$ cat config.mk
export PLATFORM = sky130hd
export DESIGN_NAME = mem_port_arbiter
export DESIGN_NICKNAME = d
export VERILOG_FILES = /design/src/rtl/mem_port_arbiter_pkg.sv /design/src/rtl/mem_port_arbiter_timeout_cnt.sv /design/src/rtl/mem_port_arbiter.sv
export SDC_FILE = /design/constraint.sdc
export NUM_CORES = 1
export LEC_CHECK = 0
export CAP_MARGIN = 10
export CORE_AREA = 2 2 120 122
export CTS_CLUSTER_DIAMETER = 120
export CTS_CLUSTER_SIZE = 14
export DETAILED_ROUTE_END_ITERATION = 6
export DIE_AREA = 0 0 122 124
export GPL_TIMING_DRIVEN = 0
export MAX_ROUTING_LAYER = met4
export PLACE_DENSITY = 0.9
export REMOVE_ABC_BUFFERS = 1
export SKIP_LAST_GASP = 1
export SLEW_MARGIN = 0
export SYNTH_ARGS = -nofsm -noshare
export SYNTH_HDL_FRONTEND = slang
export SYNTH_HIERARCHICAL = 1
export SYNTH_SLANG_ARGS = --single-unit
$ cat constraint.sdc
create_clock -name clk -period 1.9 [get_ports clk]
set_input_delay 0.285 -clock clk [delete_from_list [all_inputs] [get_ports clk]]
set_output_delay 0.285 -clock clk [all_outputs]
set_load 0.03 [all_outputs]
$ cat src/rtl/mem_port_arbiter_pkg.sv
// Shared constants and state encoding for the unified-memory port arbiter.
package mem_port_arbiter_pkg;

   // Widths shared with the forwarding and hazard units
   localparam int unsigned ARB_ADDR_W  = 32;
   localparam int unsigned ARB_DATA_W  = 32;

   // Access watchdog default and the read data substituted on abort
   localparam int unsigned ARB_TIMEOUT  = 16;
   localparam logic [31:0] ARB_ERR_DATA = 32'hDEAD_BEEF;

   // Arbiter states: IDLE, data access in flight, fetch in flight
   typedef enum logic [1:0] {
      ST_IDLE = 2'd0,
      ST_DATA = 2'd1,
      ST_INST = 2'd2
   } arb_state_t;

endpackage

$ cat src/rtl/mem_port_arbiter_timeout_cnt.sv
// Access watchdog: counts cycles of an outstanding memory access and flags
// the last permitted cycle so the arbiter can abort instead of hanging.
module arb_timeout_cnt
   import mem_port_arbiter_pkg::*;
#(
   parameter int unsigned TIMEOUT = ARB_TIMEOUT
) (
   input  logic clk,
   input  logic reset,
   input  logic clr,
   input  logic en,
   output logic expired_c
);

   localparam int unsigned CNT_W = $clog2(TIMEOUT);

   logic [CNT_W-1:0] cnt;

   // Cycle counter, cleared while no access is outstanding
   always_ff @(posedge clk) begin
      if (!reset) begin
         cnt <= '0;
      end else if (clr) begin
         cnt <= '0;
      end else if (en) begin
         cnt <= cnt + CNT_W'(1);
      end
   end

   assign expired_c = (cnt == CNT_W'(TIMEOUT - 1));

endmodule

$ cat src/rtl/mem_port_arbiter.sv
// Arbiter for a single-port variable-latency unified memory shared by the
// IF stage (fetch) and the MEM stage (load/store). MEM has priority since
// its instruction is older. Also produces the pipeline freeze controls.
module mem_port_arbiter
   import mem_port_arbiter_pkg::*;
#(
   parameter int unsigned        ADDR_W   = ARB_ADDR_W,
   parameter int unsigned        DATA_W   = ARB_DATA_W,
   parameter int unsigned        TIMEOUT  = ARB_TIMEOUT,
   parameter logic [DATA_W-1:0]  ERR_DATA = DATA_W'(ARB_ERR_DATA)
) (
   input  logic              clk,
   input  logic              reset,
   input  logic              if_req,
   input  logic [ADDR_W-1:0] if_addr,
   input  logic              if_flush,
   input  logic              mem_rd,
   input  logic              mem_wr,
   input  logic [ADDR_W-1:0] mem_addr,
   input  logic [DATA_W-1:0] mem_wdata,
   output logic              ram_req,
   output logic              ram_we,
   output logic [ADDR_W-1:0] ram_addr,
   output logic [DATA_W-1:0] ram_wdata,
   input  logic [DATA_W-1:0] ram_rdata,
   input  logic              ram_ack,
   output logic [DATA_W-1:0] if_rdata,
   output logic              if_valid,
   output logic [DATA_W-1:0] mem_rdata,
   output logic              mem_valid,
   output logic              PC_write,
   output logic              IFID_write,
   output logic              pipe_stall,
   output logic              err
);

   arb_state_t state;
   logic       flush_pend;
   logic       busy;
   logic       expired_c;
   logic       data_req_c;
   logic       fetch_req_c;
   logic       flush_now_c;
   logic       front_ok_c;

   // A request whose valid is showing this cycle is already served
   assign data_req_c  = (mem_rd | mem_wr) & ~mem_valid;
   assign fetch_req_c = if_req & ~if_valid & ~if_flush;
   assign flush_now_c = flush_pend | if_flush;
   assign busy        = (state != ST_IDLE);

   arb_timeout_cnt #(
      .TIMEOUT (TIMEOUT)
   ) u_timeout_cnt (
      .clk       (clk),
      .reset     (reset),
      .clr       (~busy),
      .en        (busy),
      .expired_c (expired_c)
   );

   // Freeze controls; a redirect must never be blocked by a pending fetch
   assign pipe_stall = data_req_c;
   assign front_ok_c = (~data_req_c & if_flush) | ~(data_req_c | (if_req & ~if_valid));
   assign PC_write   = front_ok_c;
   assign IFID_write = front_ok_c;

   // Arbitration FSM with registered bus request and response outputs
   always_ff @(posedge clk) begin
      if (!reset) begin
         state      <= ST_IDLE;
         ram_req    <= 1'b0;
         ram_we     <= 1'b0;
         ram_addr   <= '0;
         ram_wdata  <= '0;
         if_rdata   <= '0;
         mem_rdata  <= '0;
         if_valid   <= 1'b0;
         mem_valid  <= 1'b0;
         err        <= 1'b0;
         flush_pend <= 1'b0;
      end else begin
         if_valid  <= 1'b0;
         mem_valid <= 1'b0;
         case (state)
            ST_IDLE: begin
               if (data_req_c) begin
                  ram_addr  <= mem_addr;
                  ram_we    <= mem_wr;
                  ram_wdata <= mem_wdata;
                  ram_req   <= 1'b1;
                  state     <= ST_DATA;
                  if (mem_rd && mem_wr) begin
                     err <= 1'b1;
                  end
               end else if (fetch_req_c) begin
                  ram_addr <= if_addr;
                  ram_we   <= 1'b0;
                  ram_req  <= 1'b1;
                  state    <= ST_INST;
               end
            end
            ST_DATA: begin
               if (ram_ack) begin
                  ram_req   <= 1'b0;
                  state     <= ST_IDLE;
                  mem_valid <= 1'b1;
                  if (!ram_we) begin
                     mem_rdata <= ram_rdata;
                  end
               end else if (expired_c) begin
                  ram_req   <= 1'b0;
                  state     <= ST_IDLE;
                  err       <= 1'b1;
                  mem_valid <= 1'b1;
                  mem_rdata <= ERR_DATA;
               end
            end
            ST_INST: begin
               if (ram_ack) begin
                  ram_req    <= 1'b0;
                  state      <= ST_IDLE;
                  flush_pend <= 1'b0;
                  if (!flush_now_c) begin
                     if_valid <= 1'b1;
                     if_rdata <= ram_rdata;
                  end
               end else if (expired_c) begin
                  ram_req    <= 1'b0;
                  state      <= ST_IDLE;
                  err        <= 1'b1;
                  flush_pend <= 1'b0;
                  if (!flush_now_c) begin
                     if_valid <= 1'b1;
                     if_rdata <= ERR_DATA;
                  end
               end else if (if_flush) begin
                  flush_pend <= 1'b1;
               end
            end
            default: begin
               state   <= ST_IDLE;
               ram_req <= 1'b0;
            end
         endcase
      end
   end

endmodule
## After elaboration in Yosys (flattened, before gate mapping)

Index checks and enable logic that the tools add are counted.

| operators by class | value |
|---|---|
| bitwise gates (word level) | 14 |
| equality and inequality tests | 10 |
| add/subtract/negate cells | 1 |
| reductions and logical operators | 18 |
| mux-type cells | 34 |

Operator list:

| cell | count |
|---|---|
| 32-bit 2-to-1 mux | 9 |
| 1-bit 2-to-1 mux | 18 |
| 2-bit AND reduction | 7 |
| 2-bit 2-to-1 mux | 4 |
| 2-bit != test, second input constant | 4 |
| 2-bit nonzero test | 4 |
| 1-bit inverter | 6 |
| 3-bit AND reduction | 2 |
| 5-bit AND reduction | 1 |
| 4-bit by 1-bit adder with 4-bit output, second input constant | 1 |
| 1-bit AND | 4 |
| 4-bit == test, second input constant | 1 |
| 1-bit bitwise OR | 4 |
| 1-bit one-hot mux with 2 select lines | 2 |
| 2-bit one-hot mux with 2 select lines | 1 |
| 3-bit by 1-bit != test with 1-bit output, second input constant | 1 |
| 3-bit != test, second input constant | 1 |
| 3-bit nonzero test | 1 |
| 2-bit by 1-bit == test with 1-bit output, second input constant | 1 |
| 2-bit == test, second input constant | 1 |
| 2-bit zero test | 1 |
| 2-bit by 1-bit != test with 1-bit output, second input constant | 1 |
| 2-bit OR reduction | 1 |
| 1-bit logical AND | 1 |

| storage, ports and cells | value |
|---|---|
| register bits | 140 |
| word-level logic and storage cells | 89 |
| bits of input ports | 135 |

## Logic depth before layout (Yosys ltp)

| depth | value |
|---|---|
| depth in word-level cells | 6 |
| depth in mapped cells | 8 |
| gate-level depth less buffers | 6 |

## Hierarchy

Netlist, hierarchy kept.

Modules (own cells, without submodules):

| module | area an instance (µm²) | cells an instance | times used | seq. area each (µm²) |
|---|---|---|---|---|
| mem_port_arbiter | 5,282.6 | 569 | 1 | 2,722.6 |
| arb_timeout_cnt | 188.9 | 18 | 1 | 80.1 |

## Least setup slack after synthesis

No wires, ideal clock.

| timing path | value |
|---|---|
| path kind | reg-to-output |
| from | register mem_valid |
| to | output port PC_write |
| stages on the path, launching flop included | 5 |
| path buffers | 1 |
| data required time | 1.615 ns |
| path slack | 0.029 ns |
| arrival | 1.586 ns |
| path through | dfxtp_1 -> o21bai_4 -> inv_2 -> nor2_1 -> buf_4 |

| between the ends | value |
|---|---|
| cells in the longest elaborated chain, start to end | 5 |

Ends and longest elaborated chain:

| element | line | source |
|---|---|---|
| start, declared | mem_port_arbiter.sv:30 | `output logic mem_valid,` |
| start signal, assigned | mem_port_arbiter.sv:79 | `mem_valid <= 1'b0;` |
| start signal, assigned | mem_port_arbiter.sv:84 | `mem_valid <= 1'b0;` |
| start signal, assigned | mem_port_arbiter.sv:107 | `mem_valid <= 1'b1;` |
| 1-bit inverter * | mem_port_arbiter.sv:47 | `assign data_req_c = (mem_rd \| mem_wr) & ~mem_valid;` |
| 1-bit AND * | mem_port_arbiter.sv:47 |  |
| 1-bit inverter / 1-bit bitwise OR (equally long branches) | mem_port_arbiter.sv:64 | `assign front_ok_c = (~data_req_c & if_flush) \| ~(data_req_c \| (if_req & ~if_valid));` |
| 1-bit AND / 1-bit inverter (equally long branches) | mem_port_arbiter.sv:64 |  |
| 1-bit bitwise OR * | mem_port_arbiter.sv:64 |  |
| end, declared | mem_port_arbiter.sv:31 | `output logic PC_write,` |

Every way passes the cells marked *; elsewhere a longest branch is shown, timed or not.

## Worst setup path in the final report

| timing path | value |
|---|---|
| from | input port if_flush |
| to | output port IFID_write |

| between the ends | value |
|---|---|
| cells in the longest elaborated chain, start to end | 2 |

Ends and longest elaborated chain:

| element | line | source |
|---|---|---|
| start, declared | mem_port_arbiter.sv:16 | `input logic if_flush,` |
| 1-bit AND | mem_port_arbiter.sv:64 |  |
| 1-bit bitwise OR | mem_port_arbiter.sv:64 |  |
| end, declared | mem_port_arbiter.sv:32 | `output logic IFID_write,` |

Every way passes these cells.

==> flow_summary.toml <==
[status]
status = "complete, no violations"

[drt]
routed_wirelength_um = 18400
drt-wirelength-per-cell_um = 17.7
drc = 0
detail_route.iter0.violations = 293
antenna_nets_post_route = 0
routed-via-count = 5458
dr.pass1.iters = 5
vias_per_cell = 5.24

[global_route]
vias_in_the_first_global_route = 5414
grt.total_usage_pct = 24.4
global_route_wire_length_before_repair_um = 27700
initial_antenna_violation_count = 1
total_congestion_overflow_after_global_routing = 0
grt_start_max_net_pins = 77

[synthesis]
postSynth.asyncResetShare_pct = 0
synth_unique_cells = 40
ys_dominant_reg_cell = "sky130_fd_sc_hd__dfxtp_1"
synth_top_area_share_pct = 51.2
mean_instance_size_in_the_synthesized_netlist_sq_um = 9.32
post_synth_instance_area_sq_mm = 0.00547
post_synth_inst_count = 587
synth_enable_flop_cells = 0
ys_seq_elements = 140
yosysWarningCount = 6
yosysSeqAreaShare_pct = 51.2
netlist_top_cells_area = "sky130_fd_sc_hd__dfxtp_1 (51%), sky130_fd_sc_hd__nand2_1 (7.5%), sky130_fd_sc_hd__a21oi_1 (6.0%)"
synth.largest_area_cell = "sky130_fd_sc_hd__dfxtp_1"

[floorplanning]
die_height_um = 124
floorplan.io_pins = 271
floorplan.initialDensity_pct = 39.9
die_area_sq_mm = 0.0151
core_area_sq_mm = 0.0137
die_x_um = 122
num_rows = 43

[flow_run]
maxCapViolations = 0

[critical_path]
setup_cp_type = "input pin to primary output"
setup.reg_to_reg.worst_slack_ps = 80
cp_required_ps = 1620
r2r-end = "if_rdata[27]$_SDFFE_PN0P_"
category_of_the_worst_setup_path_capture_point = "primary output"
rr_worst_depth = 8
timing.rr.start = "u_timeout_cnt/cnt[0]$_SDFFE_PP0P_"
cp.arrival_ps = 1590
timing.critical_path.from_type = "input pin"
critical_path.max_fanout = 5

[power_and_ir_drop]
pwr_density_cell_mw_per_mm2 = 1090
leakagePower_nw = 3.66
totalPowerFinal_mw = 10.0
ir_worst_vdd_v = 0.000540

[clocking]
clk_transition_reported_paths_ps = 60
cts_htree_levels = 4
clock_tree_from_tritoncts = "built"
cts-root-buf = "sky130_fd_sc_hd__clkbuf_16"
tritoncts_num_sinks = 140
cts.path.max_buffers = 2
cts-buffers-inserted = 17
insertion_delay_ps = 420

[placed_design]
place_hpwl_um = 11800
postPlaceCellArea_sq_mm = 0.00836
input_output_buffers = 270
gpl.final_weighted_congestion = 0.813
post-place-cells = 994

[worst_hold_path]
hold_path.class = "input pin to register"
worst_hold_path.num_cells = 3
worstHoldStart = "reset"
timing.hold.worst_endpoint = "flush_pend$_SDFFE_PN0P_"

[finish]
fill_cells = 1059
drive_above_1_share_pct = 9.07
layout.nets = 989
final_area_sq_mm = 0.00915
final-instance-count-excl-fill = 1041
regArea_sq_mm = 0.00281
area_occupied_by_multi_input_gates_sq_mm = 0.00251
final_core_utilization_pct = 66.7
syn2layout_area_growth_pct = 67.2

[timing]
setup_viol_count_final = 0
rsz0062_at_grt = "yes"
timing.slew.headroom_pct = 42.8
period_minus_slack_ps = 1870
fin_crit_sh_pct = 98.6
fmaxAchievable_mhz = 534
max_slew.worst_pin.slew_ps = 857
worst_clock_skew_ps = 10.5
hold_violations = 0
slew_violations = 0
[what timing repair did]
| action | 4_1_cts | 5_1_grt |
|---|---|---|
| hold endpoints to repair | 0 | 0 |
| setup endpoints to repair | 127 | 96 |
| resized for setup | 31 | 10 |
| pin swaps | 2 | 1 |
| buffers inserted | 5 | 8 |
| gates cloned | 2 | 1 |
| hold buffers | 0 | 0 |
[cell usage in the layout, fill, tap and decap left out, drive strengths merged, types with 2 or more instances in the layout]
master           n
o21a             3
dfxtp          140
nand3            8
nor2             8
a21boi          40
bufinv           2
dlygate4sd2      2
mux2i            2
nand2          110
nor3b            2
o21ai           36
clkinv           6
clkbuf          22
inv              6
a21oi           66
clkdlybuf4s50  263
buf             22
and2             3
a22oi            9
o211a           24
nand3b          27
o21bai           2
o221a           25
nor2b           11
ha               5
and3             2
[critical path: stages]
cell and delay, ps:
sky130_fd_sc_hd__clkdlybuf4s50_1 550, sky130_fd_sc_hd__nor3b_4 460, sky130_fd_sc_hd__nor2_4 90, sky130_fd_sc_hd__clkbuf_4 200
[per-layer routing]
layer,wire length (um),track usage (%),vias to the layer above
li1,-,-,2606
met1,7450,27.9,2559
met2,9010,40.1,248
met3,1290,6.14,45
met4,639,12.0,0
met5,0,-,-
[cells in the mapped netlist (all sizes together) (2+ instances only)]
cell type    n
a21boi      40
a21oi       66
a22oi        9
and2         3
and3         2
buf         24
clkbuf      26
dfxtp      140
ha           5
inv          4
mux2i        2
nand2      110
nand3        8
nand3b      27
nor2         8
nor2b       11
nor3b        2
o211a       24
o21a         3
o21ai       36
o221a       25
[per-stage QoR]
step           setup WS (ps)  setup TNS, ps  hold WS [ps]
4_1_cts                -75.6          -75.6           392
3_3_place_gp           -3050        -366470           437
2_1_floorplan           -969         -56950           399
6_report                25.7              0           405
5_1_grt                -17.9          -25.6           408
3_5_place_dp           -1810        -158590           444
[sequential cells by signal, indices dropped and copies added, names as in the netlist]
name,flops
err,1
flush_pend,1
if_rdata,32
if_valid,1
mem_rdata,32
mem_valid,1
ram_addr,32
ram_req,1
ram_wdata,32
ram_we,1
state,2
u_timeout_cnt/cnt,4
[cell families after synthesis]
family,share of synthesized area [%]
adder cells (fa/ha/maj),1.14
XOR/XNOR,0.160
multiplexers,0.366
AND/OR/NAND/NOR,15.6
AO/OA/AOI/OAI,27.1
buffers and inverters,4.39
flip-flops,51.2
[where the power goes]
part,internal [mW],switching (mW)
Combinational,1.40,1.86
Sequential,3.33,0.212
Clock,1.96,1.25
[how the worst max path moves through the flow]
stage | startpoint | endpoint | slack, ps
finish | if_flush | IFID_write | 30
global route | state[1]$_SDFFE_PN0P_ | ram_wdata[26]$_SDFFE_PN0P_ | -20
CTS | mem_valid$_SDFF_PN0_ | IFID_write | -80
detailed placement | mem_wr | IFID_write | -1810
global placement | ram_ack | if_rdata[3]$_SDFFE_PN0P_ | -3050
floorplan | u_timeout_cnt/cnt[0]$_SDFFE_PP0P_ | if_rdata[0]$_SDFFE_PN0P_ | -970
[final cells by class]
type,count,area share (%)
sequential,140,30.7
clock buffer,20,4.88
inverter,4,0.301
antenna,1,0.0274
clock inverter,10,1.29
timing repair inverter,1,0.0957
tap,180,2.46
timing repair buffer,291,32.9
multi-input combinational,394,27.4
Note: power is estimated with default switching activity, not from simulation.
